`src/rtl/p2p_pkg.sv`:
```
// Shared constants for the point-to-point link: delivery counter width and default geometry.
package p2p_pkg;

   localparam int unsigned CNT_W     = 16;
   localparam int unsigned DEF_WIDTH = 4;
   localparam int unsigned DEF_DEPTH = 4;

endpackage

```
`src/rtl/p2p_fifo.sv`:
```
// One direction of the link: DEPTH x WIDTH first-in first-out buffer with valid/ready on both
// sides, an occupancy level and a modulo-2^CNT_W delivery counter.
module p2p_fifo
   import p2p_pkg::*;
#(
   parameter int unsigned WIDTH = DEF_WIDTH,
   parameter int unsigned DEPTH = DEF_DEPTH
) (
   input  logic                         clk,
   input  logic                         rst_n,
   input  logic [WIDTH-1:0]             in_data,
   input  logic                         in_valid,
   output logic                         in_ready,
   output logic [WIDTH-1:0]             out_data,
   output logic                         out_valid,
   input  logic                         out_ready,
   output logic [$clog2(DEPTH+1)-1:0]   level,
   output logic [CNT_W-1:0]             count
);

   localparam int unsigned PTR_W = $clog2(DEPTH);
   localparam int unsigned LVL_W = $clog2(DEPTH + 1);

   logic [WIDTH-1:0] mem [DEPTH];
   logic [PTR_W-1:0] wr_ptr;
   logic [PTR_W-1:0] rd_ptr;
   logic             push_c;
   logic             pop_c;
   logic [LVL_W-1:0] level_nxt_c;

   // in_ready is already low when full, so a same-edge pop never frees room for a push
   assign push_c = in_valid & in_ready;
   assign pop_c  = out_valid & out_ready;

   always_comb begin
      level_nxt_c = level;
      if (push_c && !pop_c) begin
         level_nxt_c = level + LVL_W'(1);
      end else if (!push_c && pop_c) begin
         level_nxt_c = level - LVL_W'(1);
      end
   end

   // Handshake flags are registered from the next level so they track occupancy exactly
   always_ff @(posedge clk) begin
      if (!rst_n) begin
         wr_ptr    <= '0;
         rd_ptr    <= '0;
         level     <= '0;
         count     <= '0;
         in_ready  <= 1'b1;
         out_valid <= 1'b0;
      end else begin
         if (push_c) begin
            wr_ptr <= wr_ptr + PTR_W'(1);
         end
         if (pop_c) begin
            rd_ptr <= rd_ptr + PTR_W'(1);
            count  <= count + CNT_W'(1);
         end
         level     <= level_nxt_c;
         in_ready  <= (level_nxt_c < LVL_W'(DEPTH));
         out_valid <= (level_nxt_c != '0);
      end
   end

   always_ff @(posedge clk) begin
      if (push_c) begin
         mem[wr_ptr] <= in_data;
      end
   end

   // Gate with out_valid so never-written storage cannot leak onto the output
   assign out_data = out_valid ? mem[rd_ptr] : '0;

endmodule

```
`src/rtl/p2p_link.sv`:
```
// Bidirectional point-to-point link: two independent p2p_fifo instances, A to B and B to A.
module p2p_link
   import p2p_pkg::*;
#(
   parameter int unsigned WIDTH = DEF_WIDTH,
   parameter int unsigned DEPTH = DEF_DEPTH
) (
   input  logic                         clk,
   input  logic                         rst_n,
   input  logic [WIDTH-1:0]             a_tx_data,
   input  logic                         a_tx_valid,
   output logic                         a_tx_ready,
   output logic [WIDTH-1:0]             b_rx_data,
   output logic                         b_rx_valid,
   input  logic                         b_rx_ready,
   input  logic [WIDTH-1:0]             b_tx_data,
   input  logic                         b_tx_valid,
   output logic                         b_tx_ready,
   output logic [WIDTH-1:0]             a_rx_data,
   output logic                         a_rx_valid,
   input  logic                         a_rx_ready,
   output logic [$clog2(DEPTH+1)-1:0]   ab_level,
   output logic [$clog2(DEPTH+1)-1:0]   ba_level,
   output logic [CNT_W-1:0]             ab_count,
   output logic [CNT_W-1:0]             ba_count
);

   p2p_fifo #(
      .WIDTH (WIDTH),
      .DEPTH (DEPTH)
   ) u_ab (
      .clk       (clk),
      .rst_n     (rst_n),
      .in_data   (a_tx_data),
      .in_valid  (a_tx_valid),
      .in_ready  (a_tx_ready),
      .out_data  (b_rx_data),
      .out_valid (b_rx_valid),
      .out_ready (b_rx_ready),
      .level     (ab_level),
      .count     (ab_count)
   );

   p2p_fifo #(
      .WIDTH (WIDTH),
      .DEPTH (DEPTH)
   ) u_ba (
      .clk       (clk),
      .rst_n     (rst_n),
      .in_data   (b_tx_data),
      .in_valid  (b_tx_valid),
      .in_ready  (b_tx_ready),
      .out_data  (a_rx_data),
      .out_valid (a_rx_valid),
      .out_ready (a_rx_ready),
      .level     (ba_level),
      .count     (ba_count)
   );

endmodule

```
`config.mk`:
```
export PLATFORM = sky130hd
export DESIGN_NAME = p2p_link
export DESIGN_NICKNAME = d
export VERILOG_FILES = /design/src/rtl/p2p_pkg.sv /design/src/rtl/p2p_fifo.sv /design/src/rtl/p2p_link.sv
export SDC_FILE = /design/constraint.sdc
export NUM_CORES = 1
export LEC_CHECK = 0
export CAP_MARGIN = 20
export CORE_MARGIN = 1.5
export CORE_UTILIZATION = 53
export DETAILED_ROUTE_END_ITERATION = 8
export GPL_ROUTABILITY_DRIVEN = 1
export PLACE_DENSITY = 0.8
export SKIP_CTS_REPAIR_TIMING = 1
export SLEW_MARGIN = 20
export SYNTH_ARGS = -nofsm -noshare
export SYNTH_HDL_FRONTEND = slang
export SYNTH_SLANG_ARGS = --single-unit
```
`constraint.sdc`:
```
create_clock -name clk -period 3.1 [get_ports clk]
set_input_delay 0.31 -clock clk [delete_from_list [all_inputs] [get_ports clk]]
set_output_delay 0.31 -clock clk [all_outputs]
set_load 0.03 [all_outputs]
```
== After elaboration in Yosys (flattened, before gate mapping) ==
Memories as Yosys holds them, arrays and structs flattened. A register that Yosys moved wholly into a read port is not among the register bits.
Index checks and enable logic that the tools add are counted.

* Register bits: 50
* Memory bits (writable): 32
* Input bits: 14
* Output and inout bits: 50
* Word-level logic and storage cells: 54
* Memories kept: 2

{| class="wikitable"
|+ Memory list
! memory !! depth !! bits a word !! read ports !! clocked after Yosys merged registers in !! wr ports !! line !! text
|-
| u_ab.mem || 4 || 4 || 1 || 1 || 1 || p2p_fifo.sv:24 || <nowiki>logic [WIDTH-1:0] mem [DEPTH];</nowiki>
|-
| u_ba.mem || 4 || 4 || 1 || 1 || 1 || p2p_fifo.sv:24 ||
|}

* Add/subtract/negate cells: 10
* Magnitude comparators: 2
* Mux-type cells: 14
* Bitwise gates (word level): 4
* Reductions and logical operators: 10

{| class="wikitable"
|+ Operator list
! cell !! number
|-
| adder 16 x 1 -> 16 bit (second input constant) || 2
|-
| 2-to-1 mux 3 bit || 4
|-
| adder 2 x 1 -> 2 bit (second input constant) || 4
|-
| 2-to-1 mux 2 bit || 4
|-
| 2-to-1 mux 4 bit || 2
|-
| adder 3 x 1 -> 3 bit (second input constant) || 2
|-
| less-than comparator 3 bit (second input constant) || 2
|-
| nonzero test 3 bit || 2
|-
| subtractor 3 x 1 -> 3 bit (second input constant) || 2
|-
| bitwise AND 1 bit || 4
|-
| logical AND 1 bit || 4
|-
| logical NOT 1 bit || 4
|-
| 2-to-1 mux 1 bit || 4
|}

== Depth between registers and ports, before layout ==
Gate-level depths: netlist (run 1).

* Depth in word-level cells: 6
* Depth in mapped cells: 6
* Mapped depth without buffers: 6

== Hierarchy ==
From an unflattened synthesis (run 1), not the netlist that was laid out.

* Cell total of the unflattened synthesis: 343
* Area total of the unflattened synthesis: 3876.2 µm²

{| class="wikitable"
|+ By module, submodules not included
! module !! instances !! cells each !! area each (µm²)
|-
| p2p_fifo (u_ab) || 1 || 172 || 1989.4
|-
| p2p_fifo (u_ba) || 1 || 171 || 1886.8
|}

== Least setup slack after synthesis (run 1) ==
Ideal clock, no wire load.

* Path kind: register to register
* Start point: reg u_ab.count[0]
* End point: reg u_ab.count[14]
* Data arrival time: 1494 ps
* Slack: 1478 ps
* Cell stages (with the launch flop): 6
* Buffers on the path: 0
* Period minus slack after synthesis: 1622 ps
* Cell sequence: dfxtp_1 > ha_1 > nand3_1 > nor4_2 > xnor2_1 > nor2_1

* Cells in the longest elaborated chain, start to end: 1

{| class="wikitable"
|+ RTL lines
! item !! line !! text
|-
| start, declared || p2p_fifo.sv:18 || <nowiki>output logic [CNT_W-1:0] count</nowiki>
|-
| start signal, assigned || p2p_fifo.sv:59 || <nowiki>count <= count + CNT_W'(1);</nowiki>
|-
| adder 16 x 1 -> 16 bit || p2p_fifo.sv:59 ||
|}

Every way passes these cells.
A chain may end at the register's enable or synchronous reset.

==> run_results.csv, run 1 <==
group,metric,value,unit
drt,route.detailed.vias_per_inst,5.35,
drt,ant_nets,0,
logic_synthesis,netlist_top_cells_area,"sky130_fd_sc_hd__dfxtp_1 (29%), sky130_fd_sc_hd__edfxtp_1 (26%), sky130_fd_sc_hd__xnor2_1 (6.4%), sky130_fd_sc_hd__mux4_2 (4.9%), sky130_fd_sc_hd__ha_1 (4.7%)",
floorplan,die_area,7500,um2
min_path,timing.hold.worst.class,"flip-flop to flip-flop",
power,pwr-share-seq,46.9,%
critical_path,critPathMaxStageDelay,0.58,ns
logic_synthesis,synth_top_cell_area_share,29.2,%
global_routing,pin_count_of_the_biggest_net_entering_global_routing,28,
logic_synthesis,post_synth_inst_count,321,
critical_path,rr_endpoint,"u_ab.count[15]",
timing,hold_viol,0,
min_path,min_delay_worst_endpoint,"u_ba.count[15]",
power,share_comb_of_total_power,29.2,%
timing,skew,0.0132,ns
timing,fmax,414,MHz
logic_synthesis,yosys_warnings,0,
drt,finalWirelength,6570,um
outcome,outcome,"completed",
clock_tree,cts_max_level,3,
logic_synthesis,synth_enable_flop_cells,32,
timing,fin_worst_hold_slack,0.488,ns
power,power_frac_clock,23.9,%
critical_path,worstPathMaxFanout,4,
place,gpl.final_weighted_congestion,0.739,
logic_synthesis,synthesis.nets,349,
timing,maxSlewViolCount,0,
power,cellInternalPower,0.00210,W
place,instance_area_at_placement,4400,um2
place,dp_hpwl,4780,um
run,max_cap_violations,0,
critical_path,critPathArrivalTime,2.11,ns
min_path,hold-path-cell-count,2,
clock_tree,tritoncts,"yes",
clock_tree,numCtsBuffers,9,
critical_path,timing.rr.start,"u_ab.count[2]",
global_routing,antenna_found_initial,0,
logic_synthesis,synth_area,3700,um2
drt,drcViolationCount,0,
clock_tree,clkTransAtPathRegs,0.09,ns
final_layout,area_growth_syn_to_layout,24.0,%
logic_synthesis,sequential_area_share_after_synthesis,55.1,%
drt,dr_total_vias,2532,
floorplan,initial_utilization,54.8,%
floorplan,floorplan.rows,30,
timing,layout_worst_path_cycle_share,78.0,%
critical_path,critical_path.startpoint_type,"flip-flop",
timing,worst_pin_slew,0.543,ns
logic_synthesis,synth.ff_latch_count,86,
logic_synthesis,synth.lib_cells_used.distinct,35,
logic_synthesis,synth.avg_cell_area,11.5,um2
critical_path,end_kind,"primary output",
clock_tree,clkLatencyLatePin,0.34,ns
logic_synthesis,async_flop_share,0,%
place,place.port_buffers,63,
power,power.ir.vdd_worst,0.000607,V
critical_path,timing_worst_setup_path_type,"flip-flop to primary output",
final_layout,fin_area,4590,um2
floorplan,floorplan.die.height,86.6,um
power,power_leakage,1.67,nW
final_layout,antenna-diode-count,0,
critical_path,path_cells,"mux4_2 -> and2_1 -> clkdlybuf4s50_1",
drt,routedWlPerCell,13.9,um
timing,min_period,2.42,ns
timing,finalWorstSetupSlack,0.682,ns
logic_synthesis,synth_largest_area_cell,"sky130_fd_sc_hd__dfxtp_1",
clock_tree,clock-root-buffer,"sky130_fd_sc_hd__clkbuf_8",
global_routing,globalRouteOverflowTotal,0,
global_routing,grt_pass1_vias,2490,
timing,setup_repair_after_global_routing_missed_its_margin,"false",
clock_tree,clkSinkCount,86,
final_layout,finish.net_count,416,
logic_synthesis,ys_dominant_reg_cell,"sky130_fd_sc_hd__dfxtp_1",
clock_tree,cts_max_path_buffers,2,
floorplan,design.core.area,6760,um2
power,switching_share,32.5,%
floorplan,die_x,86.6,um
min_path,timing.hold.worst.start,"u_ba.count[15]",
timing,final-setup-viol-count,0,
final_layout,share_of_layout_cells_above_drive_strength_1,8.65,%
place,dp_slack,1.02,ns
drt,drt_pre_antenna_iters,4,
critical_path,critPathRequiredTime,2.79,ns
critical_path,regToRegSetupSlack,1.39,ns
global_routing,grt_use_total,19.2,%
timing,fin_tns_setup,0,ns
timing,max-slew-margin-rel,63.7,%
global_routing,first_pass_grt_wire_length,11300,um
final_layout,final_core_area_utilization,68.0,%
drt,drt_first_iter_violations,90,
power,switching_power,0.00101,W
floorplan,io-pin-count,64,
critical_path,timing.reg2reg.worst_path_depth,4,
critical_path,crit_slowest_cell,"sky130_fd_sc_hd__clkdlybuf4s50_1",
power,cellPowerDensity,676,nW/um2
[layout by cell type (no fill, tap or decap), types with 2 or more instances in the layout]
cell type / n
sky130_fd_sc_hd__a21boi_0: 2
sky130_fd_sc_hd__a21oi_1: 8
sky130_fd_sc_hd__and2_1: 12
sky130_fd_sc_hd__and3_1: 11
sky130_fd_sc_hd__clkbuf_8: 10
sky130_fd_sc_hd__clkdlybuf4s50_1: 63
sky130_fd_sc_hd__dfxtp_1: 54
sky130_fd_sc_hd__edfxtp_1: 32
sky130_fd_sc_hd__ha_1: 14
sky130_fd_sc_hd__inv_1: 17
sky130_fd_sc_hd__mux2i_1: 7
sky130_fd_sc_hd__mux4_2: 8
sky130_fd_sc_hd__nand2_1: 18
sky130_fd_sc_hd__nand2b_1: 5
sky130_fd_sc_hd__nand3_1: 10
sky130_fd_sc_hd__nand4_1: 10
sky130_fd_sc_hd__nor2_1: 38
sky130_fd_sc_hd__nor3_1: 7
sky130_fd_sc_hd__nor4_1: 4
sky130_fd_sc_hd__nor4_2: 5
sky130_fd_sc_hd__o211ai_1: 2
sky130_fd_sc_hd__o21ai_0: 4
sky130_fd_sc_hd__or3_1: 2
sky130_fd_sc_hd__xnor2_1: 27
sky130_fd_sc_hd__xor2_1: 8
[per-layer routing]
layer,part of all wire [%],global-route usage (%)
met3,4.3,4.10
met2,50,33.0
met4,1.3,7.62
met1,45,23.7
met5,0,0
[logic make-up after synthesis]
kind of cell	after synthesis	synth area share [%]
AO/OA/AOI/OAI	18	3.07
multiplexers	15	6.76
AND/OR/NAND/NOR	125	18.5
XOR/XNOR	35	8.28
adder cells (fa/ha/maj)	16	5.30
buffers and inverters	26	2.97
flip-flops	86	55.1
[worst max path at each step]
stage | start | end | slack, ns | cells after the start
finish | flip-flop | a_rx_data[3] | 0.68 | 3
CTS | flip-flop | a_rx_data[3] | 0.64 | 3
global route | flip-flop | a_rx_data[3] | 0.57 | 3
global placement | flip-flop | b_rx_data[0] | 1.08 | 3
detailed placement | flip-flop | a_rx_data[3] | 1.02 | 3
floorplan | u_ab.count[0] | u_ab.count[14] | 1.48 | 5
[layout make-up]
cell class / count / area [um2]
inverter: 18 / 67.6
fill: 518 / 2160
timing repair buffer: 64 / 638
multi-input combinational: 209 / 1550
clock buffer: 12 / 166
clock inverter: 4 / 27.5
sequential: 86 / 2040
tap: 80 / 100
[power groups by stage]
stage / logic, W / clock network, W / registers (W)
global placement: 0.000889 / 0 / 0.00148
detailed placement: 0.000907 / 0 / 0.00148
global route: 0.000990 / 0.000809 / 0.00148
finish: 0.000907 / 0.000741 / 0.00146
CTS: 0.000914 / 0.000763 / 0.00146
floorplan: 0.000505 / 0 / 0.00156
[registers in the layout (all words and copies together) (netlist names), named ones only]
name / cells
u_ab.rd_ptr: 2
u_ab.count: 16
u_ab.mem: 16
u_ab.in_ready: 1
u_ba.mem: 16
u_ba.level: 3
u_ab.out_valid: 1
u_ab.wr_ptr: 2
u_ba.count: 16
u_ba.in_ready: 1
u_ba.wr_ptr: 2
u_ba.rd_ptr: 2
u_ab.level: 3
u_ba.out_valid: 1
[metrics by stage]
step	power (W)	instances
after floorplan	0.00207	321
after global placement	0.00237	457
after detailed placement	0.00239	457
after CTS	0.00314	473
after global routing	0.00328	473
final	0.00311	473
[synth_stat cells (4+ instances only)]
master and number:
sky130_fd_sc_hd__mux2i_1 7, sky130_fd_sc_hd__dfxtp_1 54, sky130_fd_sc_hd__nand4_1 10, sky130_fd_sc_hd__nor2_1 38, sky130_fd_sc_hd__nand2_1 18, sky130_fd_sc_hd__and2_1 12, sky130_fd_sc_hd__xnor2_1 27, sky130_fd_sc_hd__clkbuf_1 5
sky130_fd_sc_hd__edfxtp_1 32, sky130_fd_sc_hd__o21ai_0 4, sky130_fd_sc_hd__xor2_1 8, sky130_fd_sc_hd__nor4_2 5, sky130_fd_sc_hd__nor4_1 4, sky130_fd_sc_hd__ha_1 14, sky130_fd_sc_hd__nand2b_1 5, sky130_fd_sc_hd__a21oi_1 8
sky130_fd_sc_hd__nand3_1 10, sky130_fd_sc_hd__inv_1 17, sky130_fd_sc_hd__nor3_1 7, sky130_fd_sc_hd__and3_1 11, sky130_fd_sc_hd__mux4_2 8
[worst max-delay path, delay by kind of cell (launching register included)]
kind | cells | cell delay, ns
buf+inv | 1 | 0.58
simple gates | 1 | 0.17
mux | 1 | 0.54
flops | 1 | 0.49
Note: power is estimated with default switching activity, not from simulation.
==> run 2, diff against run 1 <==
--- a/config.mk
+++ b/config.mk
@@ -7,10 +7,10 @@
 export LEC_CHECK = 0
 export CAP_MARGIN = 20
 export CORE_MARGIN = 1.5
-export CORE_UTILIZATION = 53
+export CORE_UTILIZATION = 52
 export DETAILED_ROUTE_END_ITERATION = 8
 export GPL_ROUTABILITY_DRIVEN = 1
-export PLACE_DENSITY = 0.8
+export PLACE_DENSITY = 0.79
 export SKIP_CTS_REPAIR_TIMING = 1
 export SLEW_MARGIN = 20
 export SYNTH_ARGS = -nofsm -noshare
==> constraint.sdc (replaced) <==
create_clock -name clk -period 2.55 [get_ports clk]
set_input_delay 0.255 -clock clk [delete_from_list [all_inputs] [get_ports clk]]
set_output_delay 0.255 -clock clk [all_outputs]
set_load 0.03 [all_outputs]
==> run 2 against run 1 <==
  * Register-to-register slack got worse by 0.60 ns
  * Worst hold slack got worse by 0.010 ns
  * Critical path depth unchanged
  * Core utilization is 0.069 points lower
  * Clock power up 38%
  * Highest routed layer unchanged
==> run_results.csv, run 2 (same netlist as run 1, synthesis figures left out) <==
group,metric,value,unit
run,max_cap_violations,0,
global_routing,globalRouteMet2Util,34.4,%
clock_tree,clkLatencyLatePin,0.35,ns
global_routing,first_pass_grt_wire_length,11400,um
critical_path,critPathArrivalTime,2.12,ns
critical_path,critical_path.startpoint_type,"flip-flop",
final_layout,most-common-layout-cells,"sky130_fd_sc_hd__clkdlybuf4s50_1 (63), sky130_fd_sc_hd__dfxtp_1 (54), sky130_fd_sc_hd__nor2_1 (38)",
final_layout,fill_cells,523,
timing,final-setup-viol-count,0,
timing,maxSlewViolCount,0,
critical_path,end_kind,"primary output",
global_routing,grt_pass1_vias,2429,
drt,ant_nets,0,
clock_tree,clock-root-buffer,"sky130_fd_sc_hd__clkbuf_8",
min_path,timing.hold.worst.class,"flip-flop to flip-flop",
floorplan,floorplan.die.height,87.4,um
global_routing,antenna_found_initial,0,
floorplan,floorplan.rows,30,
floorplan,die_area,7640,um2
clock_tree,cts_max_path_buffers,2,
global_routing,pin_count_of_the_biggest_net_entering_global_routing,25,
critical_path,worstPathMaxFanout,4,
outcome,outcome,"completed",
clock_tree,cts_max_level,3,
timing,worst_pin_slew,0.571,ns
final_layout,antenna-diode-count,0,
global_routing,global_route.usage.met1,23.5,%
critical_path,critPathRequiredTime,2.30,ns
place,gpl.final_weighted_congestion,0.766,
drt,drt_first_iter_violations,77,
drt,finalWirelength,6980,um
global_routing,busiest_layer,"met2",
floorplan,io-pin-count,64,
final_layout,final_core_area_utilization,67.9,%
power,power_leakage,1.68,nW
drt,drcViolationCount,0,
timing,fin_tns_setup,0,ns
place,place.detailed.instances,474,
clock_tree,tritoncts,"yes",
floorplan,design.core.area,6830,um2
timing,min_period,2.37,ns
floorplan,initial_utilization,54.2,%
final_layout,finish.net_count,417,
final_layout,area_growth_syn_to_layout,25.3,%
timing,setup_repair_after_global_routing_missed_its_margin,"false",
final_layout,finalNonFillerCells,490,
clock_tree,clkTransAtPathRegs,0.09,ns
drt,drt_pre_antenna_iters,4,
place,dp_hpwl,5020,um
timing,max-slew-margin-rel,61.8,%
drt,routedWlPerCell,14.2,um
final_layout,layout_commonest_cell,"sky130_fd_sc_hd__clkdlybuf4s50_1",
timing,skew,0.00716,ns
drt,route.detailed.vias_per_inst,5.17,
global_routing,grt_use_total,19.7,%
timing,fmax,422,MHz
global_routing,grt.met3_usage,3.32,%
critical_path,timing_worst_setup_path_type,"flip-flop to primary output",
clock_tree,numCtsBuffers,9,
clock_tree,clkSinkCount,86,
power,cellPowerDensity,843,nW/um2
timing,hold_viol,0,
global_routing,globalRouteOverflowTotal,0,
timing,layout_worst_path_cycle_share,92.9,%
drt,dr_total_vias,2535,
place,place.port_buffers,63,
final_layout,share_of_layout_cells_above_drive_strength_1,8.63,%
power,power.ir.vdd_worst,0.000601,V
floorplan,die_x,87.4,um
-- run 2: changes by cell type in the layout (fill, tap and decap cells not counted), sizes merged --
cell,before,now
buf,1,2
bufinv,0,2
inv,20,19
clkinv,1,2
clkbuf,12,10
-- run 2: worst paths after layout --
check | from | end | slack, ns | depth (start not counted)
setup / recovery | flip-flop | a_rx_data[0] | 0.18 | 3
hold / removal | u_ab.count[15] | u_ab.count[15] | 0.48 | 2
setup reg to reg | u_ab.level[1] | u_ab.out_valid | 0.79 | 6
hold reg to reg | u_ab.count[15] | u_ab.count[15] | 0.48 | 2
-- run 2: through the flow --
stage               hold slack, ns  instance area [um2]  power [W]  setup WS, ns
CTS                          0.482                 4640    0.00394         0.145
global route                 0.505                 4640    0.00411         0.108
detailed placement           0.470                 4430    0.00292         0.536
floorplan                    0.354                 3700    0.00251         0.928
finish                       0.478                 4640    0.00391         0.180
global placement             0.459                 4430    0.00287         0.586
-- run 2: per-layer routing --
metal  wire length, um  vias to the layer above
li1                  -                     1260
met1              3040                     1199
met2              3550                       63
met3               243                       13
met4               141                        0
met5                 0                        -
-- run 2: cell type report --
cell class | count | area [um2] | area share (%)
multi-input cells | 209 | 1550 | 33.4
clock inverters | 6 | 85.1 | 1.83
flip-flops and latches | 86 | 2040 | 44.0
repair buffers | 65 | 646 | 13.9
inverters | 18 | 67.6 | 1.46
well taps | 96 | 120 | 2.59
clock buffers | 10 | 128 | 2.75
-- run 2: worst max-delay path, stage by stage, from the launching register on --
cell	delay (ns)
sky130_fd_sc_hd__dfxtp_1	0.48
sky130_fd_sc_hd__mux4_2	0.54
sky130_fd_sc_hd__and2_1	0.17
sky130_fd_sc_hd__clkdlybuf4s50_1	0.58
-- run 2: where the power goes --
| part | internal [W] | total [W] | switching (W) |
|---|---|---|---|
| clock network | 0.000551 | 0.00102 | 0.000474 |
| registers | 0.00159 | 0.00177 | 0.000170 |
| logic | 0.000516 | 0.00112 | 0.000607 |
==> run 3, diff against run 2 <==
--- a/config.mk
+++ b/config.mk
@@ -7,10 +7,10 @@
 export LEC_CHECK = 0
 export CAP_MARGIN = 20
 export CORE_MARGIN = 1.5
-export CORE_UTILIZATION = 52
+export CORE_UTILIZATION = 30
 export DETAILED_ROUTE_END_ITERATION = 8
 export GPL_ROUTABILITY_DRIVEN = 1
-export PLACE_DENSITY = 0.79
+export REMOVE_ABC_BUFFERS = 1
 export SKIP_CTS_REPAIR_TIMING = 1
 export SLEW_MARGIN = 20
 export SYNTH_ARGS = -nofsm -noshare
==> run 3 against run 2 <==
  * Total power rose by 4.9%
  * Count of clock-buffer cells in the layout did not move
  * Largest cell class unchanged
  * Critical path type unchanged
  * Critical endpoint is now b_rx_data[1]
  * Clock skew barely moved
  * Critical path depth did not move
  * Sequential cell count did not move
  * Sequential share of layout area fell by 1.2 points
  * Non-clock buffer count did not move
  * Register-to-register slack improved by 0.09 ns
  * Sequential power barely moved
==> run_results.csv, run 3 (same netlist as run 1, synthesis figures left out) <==
group,metric,value,unit
power,pwr-share-seq,43.2,%
global_routing,antenna_found_initial,0,
drt,drt_pre_antenna_iters,4,
final_layout,antenna-diode-count,0,
clock_tree,tritoncts,"yes",
final_layout,layout_commonest_cell,"sky130_fd_sc_hd__clkdlybuf4s50_1",
critical_path,critical_path.startpoint_type,"flip-flop",
power,switching_power,0.00130,W
power,cellInternalPower,0.00280,W
drt,drt_first_iter_violations,80,
timing,layout_worst_path_cycle_share,91.9,%
floorplan,design.core.area,12000,um2
final_layout,finish.net_count,417,
timing,min_period,2.34,ns
clock_tree,clkTransAtPathRegs,0.06,ns
drt,dr_total_vias,2512,
timing,worst_pin_slew,0.529,ns
power,share_comb_of_total_power,26.8,%
power,power_leakage,1.71,nW
power,power_frac_clock,30.0,%
final_layout,fin_area,4770,um2
drt,drcViolationCount,0,
timing,final-setup-viol-count,0,
critical_path,critPathRequiredTime,2.30,ns
place,dp_hpwl,5280,um
global_routing,grt_pass1_vias,2452,
timing,skew,0.00742,ns
clock_tree,clock-root-buffer,"sky130_fd_sc_hd__clkbuf_16",
global_routing,pin_count_of_the_biggest_net_entering_global_routing,30,
clock_tree,numCtsBuffers,9,
floorplan,floorplan.die.height,114,um
power,power.ir.vdd_worst,0.000430,V
final_layout,most-common-layout-cells,"sky130_fd_sc_hd__clkdlybuf4s50_1 (63), sky130_fd_sc_hd__dfxtp_1 (54), sky130_fd_sc_hd__nor2_1 (38)",
run,max_cap_violations,0,
timing,max-slew-margin-rel,64.6,%
clock_tree,cts_max_level,3,
drt,route.detailed.vias_per_inst,4.64,
clock_tree,cts_max_path_buffers,2,
critical_path,end_kind,"primary output",
place,gpl.final_weighted_congestion,0.754,
critical_path,timing_worst_setup_path_type,"flip-flop to primary output",
final_layout,area_growth_syn_to_layout,28.9,%
critical_path,worstPathMaxFanout,4,
global_routing,grt_use_total,11.9,%
global_routing,first_pass_grt_wire_length,12100,um
floorplan,initial_utilization,30.8,%
timing,fmax,427,MHz
floorplan,die_area,13000,um2
global_routing,globalRouteOverflowTotal,0,
final_layout,share_of_layout_cells_above_drive_strength_1,8.88,%
drt,ant_nets,0,
timing,setup_repair_after_global_routing_missed_its_margin,"false",
timing,hold_viol,0,
clock_tree,clkSinkCount,86,
place,place.port_buffers,63,
drt,routedWlPerCell,13.6,um
power,cellPowerDensity,859,nW/um2
final_layout,fill_cells,1159,
timing,maxSlewViolCount,0,
floorplan,floorplan.rows,40,
outcome,outcome,"completed",
clock_tree,clkLatencyLatePin,0.33,ns
final_layout,final_core_area_utilization,39.7,%
floorplan,die_x,114,um
timing,fin_tns_setup,0,ns
floorplan,io-pin-count,64,
power,switching_share,31.8,%
drt,finalWirelength,7340,um
critical_path,critPathArrivalTime,2.09,ns
place,instance_area_at_placement,4490,um2
min_path,timing.hold.worst.class,"flip-flop to flip-flop",
## run 3: stage by stage
step | setup slack, ns | power (W) | hold slack [ns] | cells
3_5_place_dp | 0.514 | 0.00292 | 0.473 | 525
5_1_grt | 0.103 | 0.00434 | 0.505 | 541
3_3_place_gp | 0.581 | 0.00289 | 0.465 | 525
6_report | 0.207 | 0.00410 | 0.482 | 541
4_1_cts | 0.151 | 0.00416 | 0.492 | 541
2_1_floorplan | 0.836 | 0.00250 | 0.354 | 313
## run 3: layer usage
metal	share of wire, %	GRT usage, %	vias to the layer above
li1	-	-	1267
met1	48	15.7	1195
met2	47	19.0	44
met3	4.0	2.44	6
met4	0.54	4.83	0
met5	0	0	-
## run 3: worst max-delay path: stages (launching register included)
cell	delay, ns
sky130_fd_sc_hd__dfxtp_1	0.48
sky130_fd_sc_hd__mux4_2	0.53
sky130_fd_sc_hd__and2_1	0.17
sky130_fd_sc_hd__clkdlybuf4s50_1	0.58
## run 3: final cells by class
type,instances,area (um2),area share (%)
clock buffer,10,239,5.01
clock inverter,6,43.8,0.917
inverter,18,67.6,1.42
multi-input combinational,209,1550,32.5
sequential,86,2040,42.8
tap,147,184,3.85
timing repair buffer,65,646,13.5
## run 3: worst paths after layout
kind	start	to	slack, ns	cells past startpoint
worst max-delay path	flip-flop	b_rx_data[1]	0.21	3
worst min-delay path	u_ab.count[15]	u_ab.count[15]	0.48	2
worst max register to register	u_ab.count[2]	u_ab.count[13]	0.88	4
worst min register to register	u_ab.count[15]	u_ab.count[15]	0.48	2
## run 3: power groups by stage
stage	clock [W]	sequential (W)	combinational [W]
after floorplan	0	0.00190	0.000597
after global placement	0	0.00180	0.00109
after detailed placement	0	0.00181	0.00111
after CTS	0.00127	0.00178	0.00111
after global routing	0.00133	0.00180	0.00121
final	0.00123	0.00177	0.00110
